`src/rtl/debug_pkg.sv`:
```
// Shared command codes, reply bytes, FSM encoding and dump layout for debug_unit.
// The dump layout grows by one item (the cycle counter) when DEBUG_UNIT_CYCLE_CNT_EN is defined.
package debug_pkg;

  localparam int NB_BYTE = 8;

  localparam logic [7:0] CMD_RUN  = 8'h01;
  localparam logic [7:0] CMD_STEP = 8'h02;
  localparam logic [7:0] CMD_DUMP = 8'h03;
  localparam logic [7:0] CMD_HALT = 8'h04;

  localparam logic [7:0] ACK_BYTE = 8'hA5;
  localparam logic [7:0] ERR_BYTE = 8'hEE;

  // Items ahead of the register file: PC, plus the cycle counter when enabled.
`ifdef DEBUG_UNIT_CYCLE_CNT_EN
  localparam int PRE_ITEMS = 2;
`else
  localparam int PRE_ITEMS = 1;
`endif
  localparam int RF_ITEMS  = 32;
  localparam int IDX_W     = 7;

  typedef enum logic [3:0] {
    IDLE, RUN, STEP, LOAD_WAIT, LOAD, SEND, TX_WAIT, NEXT, ACK
  } state_t;

endpackage

```
`src/rtl/dbg_word_tx.sv`:
```
// Serialises one word to the UART transmitter, MSB byte first, one tx_start per byte.
// Latency: first tx_start the cycle after i_load when the transmitter is idle; o_done pulses after the last byte drains.
// Backpressure: each byte waits for i_tx_busy=0; the cycle right after a start is skipped because busy rises one cycle late.
module dbg_word_tx #(
  parameter int NB_BITS = 32,
  parameter int NB_BYTE = 8
) (
  input  logic               i_clk,
  input  logic               i_rst,
  input  logic               i_load,
  input  logic [NB_BITS-1:0] i_word,
  input  logic               i_tx_busy,
  output logic [NB_BYTE-1:0] o_tx_data,
  output logic               o_tx_start,
  output logic               o_done
);
  import debug_pkg::*;

  localparam int N_BYTES = NB_BITS / NB_BYTE;
  localparam int CNT_W   = $clog2(N_BYTES);

  state_t             state, state_nxt;
  logic [NB_BITS-1:0] shift;
  logic [CNT_W-1:0]   byte_cnt;
  logic               first;

  always_ff @(posedge i_clk) begin
    if (i_rst) begin
      state    <= IDLE;
      shift    <= '0;
      byte_cnt <= '0;
      first    <= 1'b0;
    end else begin
      state <= state_nxt;
      case (state)
        IDLE: if (i_load) begin
          shift    <= i_word;
          byte_cnt <= CNT_W'(N_BYTES - 1);
        end
        SEND: if (!i_tx_busy) first <= 1'b1;
        TX_WAIT: begin
          if (first) begin
            first <= 1'b0;
          end else if (!i_tx_busy) begin
            shift <= shift << NB_BYTE;
            if (byte_cnt != '0) byte_cnt <= byte_cnt - CNT_W'(1);
          end
        end
        default: ;
      endcase
    end
  end

  always_comb begin
    state_nxt  = state;
    o_tx_start = 1'b0;
    o_done     = 1'b0;
    case (state)
      IDLE: if (i_load) state_nxt = SEND;
      SEND: if (!i_tx_busy) begin
        o_tx_start = 1'b1;
        state_nxt  = TX_WAIT;
      end
      TX_WAIT: if (!first && !i_tx_busy) begin
        if (byte_cnt != '0) begin
          state_nxt = SEND;
        end else begin
          state_nxt = IDLE;
          o_done    = 1'b1;
        end
      end
      default: state_nxt = IDLE;
    endcase
  end

  assign o_tx_data = shift[NB_BITS-1 -: NB_BYTE];

endmodule

```
`src/rtl/debug_unit.sv`:
```
// UART-driven debug controller: run/halt/single-step the pipeline and dump PC, RF and a data-memory window.
// Latency: two settle cycles per dump item before its first byte; optional cycle counter under DEBUG_UNIT_CYCLE_CNT_EN.
// Backpressure: tx paced by i_tx_busy; rx bytes outside IDLE/RUN are dropped, never queued.
module debug_unit #(
  parameter int NB_BITS   = 32,
  parameter int NB_REG    = 5,
  parameter int NB_BYTE   = 8,
  parameter int MEM_WORDS = 16
) (
  input  logic               i_clk,
  input  logic               i_rst,
  input  logic [NB_BYTE-1:0] i_rx_data,
  input  logic               i_rx_valid,
  output logic [NB_BYTE-1:0] o_tx_data,
  output logic               o_tx_start,
  input  logic               i_tx_busy,
  output logic               o_debug_enb,
  output logic               o_step,
  output logic [NB_REG-1:0]  o_rf_addr,
  output logic [NB_BITS-1:0] o_mem_addr,
  input  logic [NB_BITS-1:0] i_pc_debug,
  input  logic [NB_BITS-1:0] i_rf_data,
  input  logic [NB_BITS-1:0] i_mem_data,
  input  logic               i_halt
);
  import debug_pkg::*;

  localparam logic [IDX_W-1:0] RF_BASE   = IDX_W'(PRE_ITEMS);
  localparam logic [IDX_W-1:0] MEM_BASE  = IDX_W'(PRE_ITEMS + RF_ITEMS);
  localparam logic [IDX_W-1:0] LAST_ITEM = IDX_W'(PRE_ITEMS + RF_ITEMS + MEM_WORDS - 1);

  state_t             state, state_nxt;
  logic [IDX_W-1:0]   idx, idx_nxt, mem_off;
  logic [NB_REG-1:0]  rf_off;
  logic [NB_BYTE-1:0] reply, reply_nxt, w_tx_data;
  logic [NB_BITS-1:0] word;
  logic               word_load, word_done, w_tx_start, ack_start;

  always_ff @(posedge i_clk) begin
    if (i_rst) begin
      state <= IDLE;
      idx   <= '0;
      reply <= '0;
    end else begin
      state <= state_nxt;
      idx   <= idx_nxt;
      reply <= reply_nxt;
    end
  end

  always_comb begin
    state_nxt = state;
    idx_nxt   = idx;
    reply_nxt = reply;
    word_load = 1'b0;
    ack_start = 1'b0;
    case (state)
      IDLE: if (i_rx_valid) begin
        case (i_rx_data)
          CMD_RUN:  state_nxt = RUN;
          CMD_STEP: state_nxt = STEP;
          CMD_DUMP: begin state_nxt = LOAD_WAIT; idx_nxt = '0; end
          CMD_HALT: ;
          default:  begin state_nxt = ACK; reply_nxt = ERR_BYTE; end
        endcase
      end
      // The halt pin and an rx HALT on the same cycle produce a single acknowledge.
      RUN: if (i_halt || (i_rx_valid && i_rx_data == CMD_HALT)) begin
        state_nxt = ACK;
        reply_nxt = ACK_BYTE;
      end
      STEP:      begin state_nxt = LOAD_WAIT; idx_nxt = '0; end
      LOAD_WAIT: state_nxt = LOAD;
      LOAD:      begin word_load = 1'b1; state_nxt = SEND; end
      SEND:      if (word_done) state_nxt = NEXT;
      NEXT: if (idx == LAST_ITEM) begin
        state_nxt = IDLE;
        idx_nxt   = '0;
      end else begin
        state_nxt = LOAD_WAIT;
        idx_nxt   = idx + IDX_W'(1);
      end
      ACK: if (!i_tx_busy) begin
        ack_start = 1'b1;
        state_nxt = IDLE;
      end
      default: state_nxt = IDLE;
    endcase
  end

  // Addresses follow the item index so they are stable for the whole LOAD_WAIT/LOAD pair.
  assign rf_off     = NB_REG'(idx - RF_BASE);
  assign mem_off    = idx - MEM_BASE;
  assign o_rf_addr  = (idx >= RF_BASE && idx < MEM_BASE) ? rf_off : '0;
  assign o_mem_addr = (idx >= MEM_BASE) ? {{(NB_BITS-IDX_W-2){1'b0}}, mem_off, 2'b00} : '0;

  assign o_debug_enb = (state != RUN);
  assign o_step      = (state == STEP);

`ifdef DEBUG_UNIT_CYCLE_CNT_EN
  logic [31:0] cycle_cnt;

  always_ff @(posedge i_clk) begin
    if (i_rst) cycle_cnt <= '0;
    else if ((!o_debug_enb || o_step) && cycle_cnt != '1) cycle_cnt <= cycle_cnt + 32'd1;
  end
`endif

  always_comb begin
    word = i_pc_debug;
    if (idx >= MEM_BASE)     word = i_mem_data;
    else if (idx >= RF_BASE) word = i_rf_data;
`ifdef DEBUG_UNIT_CYCLE_CNT_EN
    else if (idx == IDX_W'(1)) word = NB_BITS'(cycle_cnt);
`endif
  end

  dbg_word_tx #(.NB_BITS(NB_BITS), .NB_BYTE(NB_BYTE)) u_word_tx (
    .i_clk      (i_clk),
    .i_rst      (i_rst),
    .i_load     (word_load),
    .i_word     (word),
    .i_tx_busy  (i_tx_busy),
    .o_tx_data  (w_tx_data),
    .o_tx_start (w_tx_start),
    .o_done     (word_done)
  );

  assign o_tx_start = w_tx_start | ack_start;
  assign o_tx_data  = (state == ACK) ? reply : w_tx_data;

endmodule

```
`config.mk`:
```
export PLATFORM = sky130hd
export DESIGN_NAME = debug_unit
export DESIGN_NICKNAME = d
export VERILOG_FILES = /design/src/rtl/debug_pkg.sv /design/src/rtl/dbg_word_tx.sv /design/src/rtl/debug_unit.sv
export SDC_FILE = /design/constraint.sdc
export NUM_CORES = 1
export LEC_CHECK = 0
export ABC_AREA = 1
export CAP_MARGIN = 20
export CORE_MARGIN = 4
export CORE_UTILIZATION = 35
export CTS_BUF_LIST = sky130_fd_sc_hd__clkbuf_8
export CTS_CLUSTER_SIZE = 40
export DETAILED_ROUTE_END_ITERATION = 8
export GPL_ROUTABILITY_DRIVEN = 0
export HOLD_SLACK_MARGIN = 0.1
export PLACE_DENSITY = 0.67
export RECOVER_POWER = 25
export SYNTH_ARGS = -nofsm -noshare
export SYNTH_HDL_FRONTEND = slang
export SYNTH_SLANG_ARGS = --single-unit
export TNS_END_PERCENT = 100
```
`constraint.sdc`:
```
create_clock -name i_clk -period 5.5 [get_ports i_clk]
set_input_delay 1.375 -clock i_clk [delete_from_list [all_inputs] [get_ports i_clk]]
set_output_delay 1.375 -clock i_clk [all_outputs]
set_load 0.02 [all_outputs]
```
==> results of run 1 <==
-- power breakdown --
| group | switching [mW] | internal (mW) |
|---|---|---|
| registers | 0.0519 | 0.468 |
| logic | 0.439 | 0.299 |
| clock network | 0.127 | 0.0903 |
| total | 0.619 | 0.858 |
-- cells by family (layout without fill, tap and decap cells) --
family,Yosys count,count (layout)
compound gates,97,97
simple gates,407,407
fa+ha+maj,5,5
other cells,1,25
xor+xnor,4,4
buf+inv,113,196
flops,52,52
-- state kept, by name, summed over array words and instances, names as in the netlist --
name                count
u_word_tx.shift        32
state                   4
u_word_tx.state         3
u_word_tx.byte_cnt      2
reply                   3
idx                     7
u_word_tx.first         1
-- tightest hold or removal path, stage by stage (launching register included) --
cell and delay, ns:
sky130_fd_sc_hd__dfxtp_1 0.32, sky130_fd_sc_hd__inv_1 0.05, sky130_fd_sc_hd__a21oi_1 0.05
-- final cells by class --
| class | instances | area, um2 |
|---|---|---|
| Clock inverter | 3 | 23.77 |
| Multi-Input combinational cell | 538 | 2426 |
| Inverter | 57 | 221.5 |
| Fill cell | 1139 | 5769 |
| Tap cell | 140 | 175.2 |
| Sequential cell | 52 | 1041 |
| Clock buffer | 5 | 68.82 |
| Timing Repair Buffer | 131 | 1305 |
-- stage by stage --
step	cell area (um2)	utilization, %
2_1_floorplan	4104	-
3_3_place_gp	5170	46.87
3_5_place_dp	5170	46.87
4_1_cts	5263	47.71
5_1_grt	5261	47.70
6_report	5261	47.70
-- placed cells by master (no fill, tap or decap), types with 3 or more instances in the layout --
cell	count
sky130_fd_sc_hd__nand2_1	249
sky130_fd_sc_hd__ha_1	5
sky130_fd_sc_hd__dfxtp_1	52
sky130_fd_sc_hd__or2_1	4
sky130_fd_sc_hd__nand3_1	50
sky130_fd_sc_hd__nand4_1	5
sky130_fd_sc_hd__o21ai_0	7
sky130_fd_sc_hd__inv_2	6
sky130_fd_sc_hd__nor3_1	4
sky130_fd_sc_hd__a21oi_1	84
sky130_fd_sc_hd__nand2_2	5
sky130_fd_sc_hd__nor2_1	70
sky130_fd_sc_hd__nor2_2	9
sky130_fd_sc_hd__clkdlybuf4s50_1	129
sky130_fd_sc_hd__conb_1	25
sky130_fd_sc_hd__inv_1	47
sky130_fd_sc_hd__clkbuf_8	5
sky130_fd_sc_hd__xor2_1	3
-- worst max-delay path by stage --
| stage | startpoint | to | slack (ns) | cells after the start |
|---|---|---|---|---|
| global route | idx[1]$_SDFFE_PP0P_ | o_rf_addr[4] | 0.80 | 9 |
| CTS | idx[0]$_SDFFE_PP0P_ | o_rf_addr[4] | 1.10 | 8 |
| floorplan | i_tx_busy | o_tx_start | 2.41 | 1 |
| finish | idx[0]$_SDFFE_PP0P_ | o_rf_addr[4] | 1.11 | 8 |
| global placement | i_tx_busy | o_tx_start | 1.49 | 3 |
| detailed placement | idx[0]$_SDFFE_PP0P_ | o_rf_addr[4] | 1.44 | 8 |
-- metal layers --
layer  wire length (um)  vias to the layer above  share of wire [%]  GRT usage, %
li1                   -                     2306                  -             -
met3                813                        6                7.1         3.632
met2               5470                      126                 48         28.28
met4                 57                        0               0.50         2.660
met1               5103                     1903                 45         21.46
met5                  0                        -                  0             0
==> impl_metrics.json, run 1 <==
{
  "layout_cell_share_with_drive_strength_beyond_1_pct": 5.598,
  "gr-usage-all-layers_pct": 16.44,
  "post_synth_xor_area_fraction_pct": 0.8728,
  "post_synth_instance_area_um2": 4014,
  "setup.worst_path.class": "reg2out",
  "worstSetupStartpointType": "flip-flop",
  "cts.htree.levels": 2,
  "timing.critical_path.slowest_stage_cell": "sky130_fd_sc_hd__clkdlybuf4s50_1",
  "path_cells": "ha_1, inv_1, nor2_1, nand2_2, nand2_4, nand3_1, a21oi_1, clkdlybuf4s50_1",
  "place_hpwl_um": 8799,
  "regToRegEndpoint": "u_word_tx.shift[13]$_SDFFE_PP0P_",
  "report.final.slew_viol_count": 48,
  "path_clk_slew_ns": 0.09,
  "syn_inst": 679,
  "final.setup.tns_ns": 0,
  "slew_headroom_pct": -41.41,
  "setup_ws_final_ns": 1.110,
  "yosys.area.top_type": "sky130_fd_sc_hd__dfxtp_1",
  "setup.worst_path.end_class": "output port",
  "synth_top_area_share_pct": 25.94,
  "synthSimpleGateAreaFrac_pct": 43.14,
  "core_area_um2": 11030,
  "final_nets": 899,
  "worst-r2r-cell-count": 9,
  "cts_made_buffers": 5,
  "std_cell_rows": 38,
  "wl_per_cell_um": 12.36,
  "synth-seq-cells": 52,
  "preCtsSetupSlack_ns": 1.444,
  "power.density_cell_area_nw_per_um2": 280.6,
  "ctsRootBufferMaster": "sky130_fd_sc_hd__clkbuf_8",
  "floorplan.die.width_um": 115.1,
  "status": "finished, violations left",
  "cp.buffers_inverters": 2,
  "dominant_combinational_cell_family_by_area_after_synthesis": "simple AND/OR/NAND/NOR gates",
  "syn_avg_cell_area_um2": 5.911,
  "finalHoldWorstSlack_ns": 0.4556,
  "synthesized_area_fraction_occupied_by_ao_oa_aoi_and_oai_cells_pct": 12.53,
  "antenna_found_initial": 0,
  "timing.hold.worst.start": "reply[5]$_SDFFE_PP0P_",
  "post-route-period-util_pct": 79.82,
  "placedCellCount": 918,
  "grt_pass1_vias": 4060,
  "final.min_clock_period_ns": 4.390,
  "count_leader_synth": "sky130_fd_sc_hd__nand2_1",
  "grt_overflow": 0,
  "cp_data_required_time_ns": 4.12,
  "synthAdderAreaFrac_pct": 1.559,
  "peakVddDrop_mv": 0.1372,
  "initialDrtViolationCount": 256,
  "cts_tree": "yes",
  "timing.hold.worst_path_depth": 2,
  "routed_vias": 4341,
  "rsz0062_at_grt": "no",
  "timing.final.setup_violations": 0,
  "design.die.area_um2": 13250,
  "worst_hold_path.endpoint": "reply[5]$_SDFFE_PP0P_",
  "slowest_delay_ns": 0.63,
  "synth_commonest_cells": "sky130_fd_sc_hd__nand2_1 (249), sky130_fd_sc_hd__a21oi_1 (84), sky130_fd_sc_hd__nor2_1 (70)",
  "num_antenna_cells": 0,
  "cts_setup_buffers": 0,
  "drt_drc_violations_left": 0,
  "place.port_buffers": 131,
  "cts.sinks": 52,
  "cts-hold-fix-buffers": 0,
  "die-height_um": 115.1,
  "io_pins": 157,
  "p_leak_nw": 2.545,
  "p_total_mw": 1.476,
  "synth_enable_flop_cells": 0,
  "fin_cells": 926,
  "post_synth_mux_area_share_pct": 0,
  "postRouteWirelength_um": 11450,
  "ys_top_cells_by_area": "sky130_fd_sc_hd__dfxtp_1 (26%), sky130_fd_sc_hd__nand2_1 (23%), sky130_fd_sc_hd__a21oi_1 (10%)",
  "first_pass_grt_wire_length_um": 18300,
  "synthToLayoutAreaGrowth_pct": 31.08,
  "critical_path.max_fanout": 34,
  "floorplan.initialDensity_pct": 36.39,
  "grt_max_degree": 57,
  "sequential_to_total_area_share_from_yosys_stat_pct": 25.94,
  "min-delay-path-class": "reg2reg",
  "r2r_start": "u_word_tx.state[2]$_SDFFE_PP0P_",
  "synth_async_sr_flop_share_pct": 0,
  "maxcap_violations": 1,
  "clockBufferDepth": 2,
  "finalClockSkew_ns": 0.009980,
  "routed_via_density": 4.688,
  "synth.lib_cells_used.distinct": 36,
  "final_antenna_net_count": 0,
  "critPathTopFamily": "simple AND/OR/NAND/NOR gates",
  "slew_at_the_pin_closest_to_its_max_slew_limit_ns": 2.121,
  "fmax_ghz": 0.2278,
  "dr.pass1.iters": 4,
  "violations": "max-capacitance violations, max-slew violations",
  "cts_resized": 0,
  "hold_violation_total_from_the_final_report": 0,
  "cp.arrival_ns": 3.02,
  "synth.yosys.warnings": 0,
  "timing.reg2reg.setup_slack_ns": 2.86,
  "yosys_most_used_dff": "sky130_fd_sc_hd__dfxtp_1",
  "clock_latency_ns": 0.30
}
Power figures use the tool's default switching activity.
==> run 2: changes to the inputs <==
Settings changed: PLACE_DENSITY 0.67 to 0.69.
Clock period 5.5 ns to 3.6 ns, I/O delays scaled along.
==> run 2 against run 1 <==
  * The run now ends clean
  * Clock power up 57%
  * Via count down 0.53%
  * Register-to-register slack worse by 2.1 ns
  * Count of clock-buffer cells in the layout unchanged
  * Sequential cell count unchanged
  * Routed wire length up 0.94%
  * Critical path type unchanged
  * Die area unchanged
  * Critical path depth unchanged
  * Utilization up 0.39 points
==> impl_metrics.json, run 2 (synthesis gave the netlist of run 1 again) <==
{
  "routed_vias": 4318,
  "grt_max_degree": 37,
  "peakVddDrop_mv": 0.3039,
  "clockBufferDepth": 2,
  "mostFrequentLayoutCell": "sky130_fd_sc_hd__nand2_1",
  "r2r_start": "u_word_tx.state[2]$_SDFFE_PP0P_",
  "status": "completed",
  "hold_violation_total_from_the_final_report": 0,
  "finalHoldWorstSlack_ns": 0.4546,
  "worstSetupStartpointType": "flip-flop",
  "setup.worst_path.class": "reg2out",
  "critical_path.max_fanout": 25,
  "die-height_um": 115.1,
  "commonest_non_fill_non_tap_cells_in_the_layout": "sky130_fd_sc_hd__nand2_1 (249), sky130_fd_sc_hd__clkdlybuf4s50_1 (128), sky130_fd_sc_hd__a21oi_1 (84), sky130_fd_sc_hd__nor2_1 (70), sky130_fd_sc_hd__dfxtp_1 (52)",
  "cts_setup_buffers": 0,
  "largest_register_ff_count": 32,
  "clock_latency_ns": 0.30,
  "p_leak_nw": 2.580,
  "io_pins": 157,
  "timing.critical_path.slowest_stage_cell": "sky130_fd_sc_hd__clkdlybuf4s50_1",
  "postRouteWirelength_um": 11550,
  "floorplan.die.width_um": 115.1,
  "initialDrtViolationCount": 240,
  "multiInputGateArea_um2": 2422,
  "post-route-period-util_pct": 93.50,
  "ctsRootBufferMaster": "sky130_fd_sc_hd__clkbuf_8",
  "internal-power_mw": 1.315,
  "final.min_clock_period_ns": 3.366,
  "setup.worst_path.end_class": "output port",
  "power_switching_share_pct": 42.03,
  "fmax_ghz": 0.2971,
  "cts_made_buffers": 5,
  "synthToLayoutAreaGrowth_pct": 32.14,
  "power.density_cell_area_nw_per_um2": 427.6,
  "num_antenna_cells": 0,
  "grt_pass1_vias": 3903,
  "sequentialPowerShare_pct": 35.0,
  "floorplan.initialDensity_pct": 36.39,
  "reg_top3": "u_word_tx.shift: 32 flops, idx: 7 flops, state: 4 flops",
  "max_flop_register": "u_word_tx.shift",
  "rsz0062_at_grt": "no",
  "timing.final.setup_violations": 0,
  "path_clk_slew_ns": 0.10,
  "timing.critical_path.from": "idx[2]$_SDFFE_PP0P_",
  "antenna_found_initial": 0,
  "cp_data_required_time_ns": 2.70,
  "std_cell_rows": 38,
  "path_cells": "clkinv_2, nand3_2, nand2_2, nand3_4, buf_4, nand2_1, inv_1, clkdlybuf4s50_1",
  "slew_at_the_pin_closest_to_its_max_slew_limit_ns": 1.385,
  "drt_drc_violations_left": 0,
  "slew_headroom_pct": 7.673,
  "cts-hold-fix-buffers": 0,
  "p_sw_mw": 0.9530,
  "cts_resized": 0,
  "place.port_buffers": 131,
  "cp.arrival_ns": 2.47,
  "finalClockSkew_ns": 0.01258,
  "layout_cell_share_with_drive_strength_beyond_1_pct": 6.053,
  "cts_tree": "yes",
  "gr-usage-all-layers_pct": 16.54,
  "wl_per_cell_um": 12.38,
  "cp.buffers_inverters": 4,
  "grt_overflow": 0,
  "cts.sinks": 52,
  "first_pass_grt_wire_length_um": 18170,
  "comb_power_share_pct": 49.9,
  "cts.htree.levels": 2,
  "layout.area.seq_um2": 1041,
  "report.final.slew_viol_count": 0,
  "dr.pass1.iters": 4,
  "min-delay-path-class": "reg2reg",
  "fill_cells": 1212,
  "final_antenna_net_count": 0,
  "routed_via_density": 4.628,
  "critPathTopFamily": "buffers and inverters",
  "post_dp_cell_area_um2": 5223,
  "maxcap_violations": 0,
  "final.setup.tns_ns": 0,
  "slowest_delay_ns": 0.59,
  "place_hpwl_um": 8736,
  "postLayoutCellArea_um2": 5304,
  "core_area_um2": 11030,
  "pwr-share-clk_pct": 15.1,
  "final_nets": 906,
  "timing.hold.worst.start": "reply[5]$_SDFFE_PP0P_",
  "design.die.area_um2": 13250
}
[run 2: changes by cell type in the layout (fill, tap and decap cells not counted), sizes merged]
| cell | delta |
|---|---|
| buf | +6 |
| clkbuf | +1 |
| clkdlybuf4s50 | -1 |
| clkinvlp | -1 |
| dlygate4sd3 | +1 |
| inv | +1 |
[run 2: final timing paths]
kind,to,slack (ns),cells after the start
worst min register to register,reply[5]$_SDFFE_PP0P_,0.45,2
worst min-delay path,reply[5]$_SDFFE_PP0P_,0.45,2
worst max register to register,u_word_tx.shift[20]$_SDFFE_PP0P_,0.78,10
worst max-delay path,o_mem_addr[6],0.23,8
[run 2: cell type report]
cell class / instances / area share (%)
Sequential cell: 52 / 19.63
Clock buffer: 5 / 1.297
Inverter: 57 / 4.176
Tap cell: 140 / 3.303
Timing Repair Buffer: 138 / 25.52
Clock inverter: 3 / 0.4010
Multi-Input combinational cell: 538 / 45.67
[run 2: routing by layer]
layer	up-vias	wire (um)	GRT usage, %
met4	0	48	2.347
li1	2318	-	-
met5	-	0	0
met2	111	5268	26.93
met3	4	858	4.000
met1	1885	5379	22.78
[run 2: tightest hold or removal path: stages (launching register included)]
cell	delay, ns
sky130_fd_sc_hd__dfxtp_1	0.32
sky130_fd_sc_hd__inv_1	0.04
sky130_fd_sc_hd__a21oi_1	0.05
[run 2: power groups by stage]
stage	clock network, mW	logic, mW	registers, mW
floorplan	0	0.921	0.786
global placement	0	1.13	0.804
detailed placement	0	1.14	0.806
CTS	0.355	1.14	0.794
global route	0.374	1.30	0.813
finish	0.342	1.13	0.794
[run 2: through the flow]
stage / setup WS (ns) / cells / total power, mW / util, %
finish: 0.2341 / 933 / 2.268 / 48.08
global route: 0.03360 / 933 / 2.488 / 48.08
CTS: 0.2082 / 933 / 2.291 / 48.16
detailed placement: 0.5357 / 925 / 1.945 / 47.35
global placement: 0.5419 / 925 / 1.935 / 47.35
floorplan: 1.097 / 703 / 1.707 / -
==> run 3: changes to the inputs <==
Settings changed: CTS_CLUSTER_SIZE 40 to 24.
==> results of run 3 <==
No change in the layout: final DEF, timing and power equal those of run 2.
==> patch: new RTL, settings of run 1 <==
Change the package constant `IDX_W` from 7 to 6.
--- a/src/rtl/debug_pkg.sv
+++ b/src/rtl/debug_pkg.sv
@@ -19,7 +19,7 @@
   localparam int PRE_ITEMS = 1;
 `endif
   localparam int RF_ITEMS  = 32;
-  localparam int IDX_W     = 7;
+  localparam int IDX_W     = 6;
 
   typedef enum logic [3:0] {
     IDLE, RUN, STEP, LOAD_WAIT, LOAD, SEND, TX_WAIT, NEXT, ACK
Function: no difference found for any inputs over 4 cycles, from zero or initial values and one cycle with i_rst high; that may be too few to reach the edited logic, so the function may still have changed.
==> patch against run 1 <==
  * Register-to-register slack improved by 0.41 ns
  * Utilization down 0.17 points
  * Design area down 0.36%
  * Count of clock-buffer cells in the layout is the same
  * Sequential cell count shrank 1
  * Setup slack improved by 0.18 ns
  * Fmax rose by 4.3%
  * Routed wire length is 10% lower
  * First-iteration DRC count fell by 15%
  * Area after synthesis decreased by 0.16%
Power is not compared: it rests on default switching activity, and its combinational part moved more than twofold at a synthesized area within 25%.
==> patch: results (changes against run 1) <==
\begin{tabular}{lr}
\hline
Metric & Value \\
\hline
\multicolumn{2}{l}{\textbf{Hold path}} \\
\quad Worst hold stages & 2 (unchanged) \\
\quad Startpoint of the worst hold path & reply[0] \\
\quad Worst hold path endpoint & reply[0] \\
\multicolumn{2}{l}{\textbf{Global routing}} \\
\quad Maximum number of pins on one net before global-route repair & 71 (+25\%) \\
\quad Vias in the first global route & 3759 (-7.4\%) \\
\quad First-pass GRT wire length & 16830 um (-8.0\%) \\
\quad All-Layer GR Usage & 15.26\% (-1.2 points) \\
\multicolumn{2}{l}{\textbf{Placed design}} \\
\quad Number of placed instances, taps included & 874 (-4.8\%) \\
\quad Detailed Place HPWL & 7963 um (-9.5\%) \\
\quad Placement Setup Slack & 1.496 ns (+0.05233 ns) \\
\quad Number of input and output port buffers inserted & 130 (-0.76\%) \\
\multicolumn{2}{l}{\textbf{Drt}} \\
\quad DR iter-0 viols & 217 (-15\%) \\
\quad Total wire length after detailed routing & 10290 um (-10\%) \\
\quad Routed via count divided by cell count & 4.544 (-3.1\%) \\
\multicolumn{2}{l}{\textbf{Pwr}} \\
\quad Standby leakage power & between 2 and 2.5 nW \\
\quad Max IR drop VDD & 0.00009778 V \\
\multicolumn{2}{l}{\textbf{CTS}} \\
\quad Root buffer selected by CTS & clkbuf\_8 \\
\quad Clock latency of the later-clocked register in the worst-skew pair & 0.30 ns (about the same) \\
\quad Clock Pin Slew Worst Setup and Hold Paths & 0.09 ns (about the same) \\
\multicolumn{2}{l}{\textbf{STA}} \\
\quad Minimum hold slack & 0.4693 ns (+0.01368 ns) \\
\quad Setup skew after layout & 0.009277 ns (-0.0007030 ns) \\
\quad Slew HR & 21.56\% (+63 points) \\
\multicolumn{2}{l}{\textbf{Layout}} \\
\quad Number of non-filler instances in the completed layout & 883 (-4.6\%) \\
\quad Registers with the most flip-flops & u\_word\_tx.shift: 32 flops, idx: 6 flops, state: 4 flops \\
\quad Final net count & 856 (-4.8\%) \\
\quad Layout cells sized above 1 & 6.057\% (+0.46 points) \\
\multicolumn{2}{l}{\textbf{Yosys}} \\
\quad Most instantiated cells after synthesis & nand2\_1 (170), inv\_1 (83), a21oi\_1 (69) \\
\quad Distinct cells, synth & 34 (-5.6\%) \\
\quad Top post-synthesis cells by area & dfxtp\_1 (25\%), nand2\_1 (16\%), a21oi\_1 (8.6\%) \\
\quad Fraction of the yosys area taken by sequential cells & 25.48\% (-0.46 points) \\
\quad Post-synthesis area per instance & 6.311 um\^{}2 (+6.8\%) \\
\multicolumn{2}{l}{\textbf{Critical path}} \\
\quad CP max FO & 70 (+110\%) \\
\quad Worst r2r path cells & 10 (+1) \\
\quad Reg-to-reg startpoint & idx[0] \\
\quad Slack of the worst reg-to-reg path & 3.27 ns (+0.41 ns) \\
\quad Reg-to-reg critical path endpoint & u\_word\_tx.shift[7] \\
\quad Arrival time at the worst endpoint & 2.84 ns (-0.18 ns) \\
\multicolumn{2}{l}{\textbf{Status}} \\
\quad Result of the run & complete, no violations \\
\hline
\end{tabular}
==> patch: cell types whose count changed after synthesis, sizes merged, moves of 2 or more <==
cell    before  now
nor2        81   40
buf         46   52
nor3         5    3
inv         55   83
clkinv       2   33
clkbuf      10    8
o211ai       1   32
nand2      255  174
o21ai        9   44
a21oi       85   73
nand3       54   18
==> patch: per-layer routing <==
layer  GRT usage (%)  routed length, um  vias up
li1                -                  -     2145
met1           19.99               4668     1742
met2           26.39               4921      121
met3           2.632                630        4
met4           3.130                 71        0
met5               0                  0        -
==> patch: cells by family (layout without fill, tap and decap cells) <==
logic type                 Yosys count  count (layout)  synth area share, %
adders and majority gates            5               5                1.561
other                                1              26              0.09357
xor gates and xnor gates             4               4               0.8743
and+or+nand+nor                    245             245                25.35
AOI/OAI and AO/OA                  153             153                24.20
buffers and inverters              176             259                22.45
DFF                                 51              51                25.48
==> patch: area by class of cell <==
cell class	count	area (um^2)
timing repair buffer	135	1343
sequential	51	1021
multi-input combinational	433	2183
fill	1137	5788
clock inverter	3	16.27
inverter	116	435.4
tap	140	175.2
clock buffer	5	68.82
==> patch: power breakdown <==
group	internal, mW	switching (mW)
Sequential	0.372	0.00182
Combinational	0.0936	0.0674
Clock	0.0873	0.120
==> patch: how the worst max path moves through the flow <==
stage | from | to | slack, ns | cells past startpoint
after detailed placement | i_tx_busy | o_tx_start | 1.50 | 3
after global placement | i_tx_busy | o_tx_start | 1.51 | 3
after floorplan | idx[0] | o_mem_addr[7] | 2.27 | 8
after global routing | idx[0] | o_mem_addr[7] | 1.03 | 8
after CTS | idx[0] | o_mem_addr[7] | 1.22 | 8
final | idx[0] | o_mem_addr[7] | 1.29 | 8
==> patch: through the flow <==
stage                     utilization [%]  instance area (um^2)
after CTS                           47.43                  5231
after global placement              46.65                  5146
after detailed placement            46.65                  5146
after floorplan                         -                  4101
final                               47.53                  5243
after global routing                47.53                  5243
==> patch: critical path, stage by stage, from the launching register on <==
cell	delay [ns]
dfxtp_1	0.45
inv_1	0.14
ha_1	0.29
nand2_2	0.11
nor2_4	0.04
nand2_2	0.09
nand2_4	0.39
nor4_1	0.36
clkdlybuf4s50_1	0.67
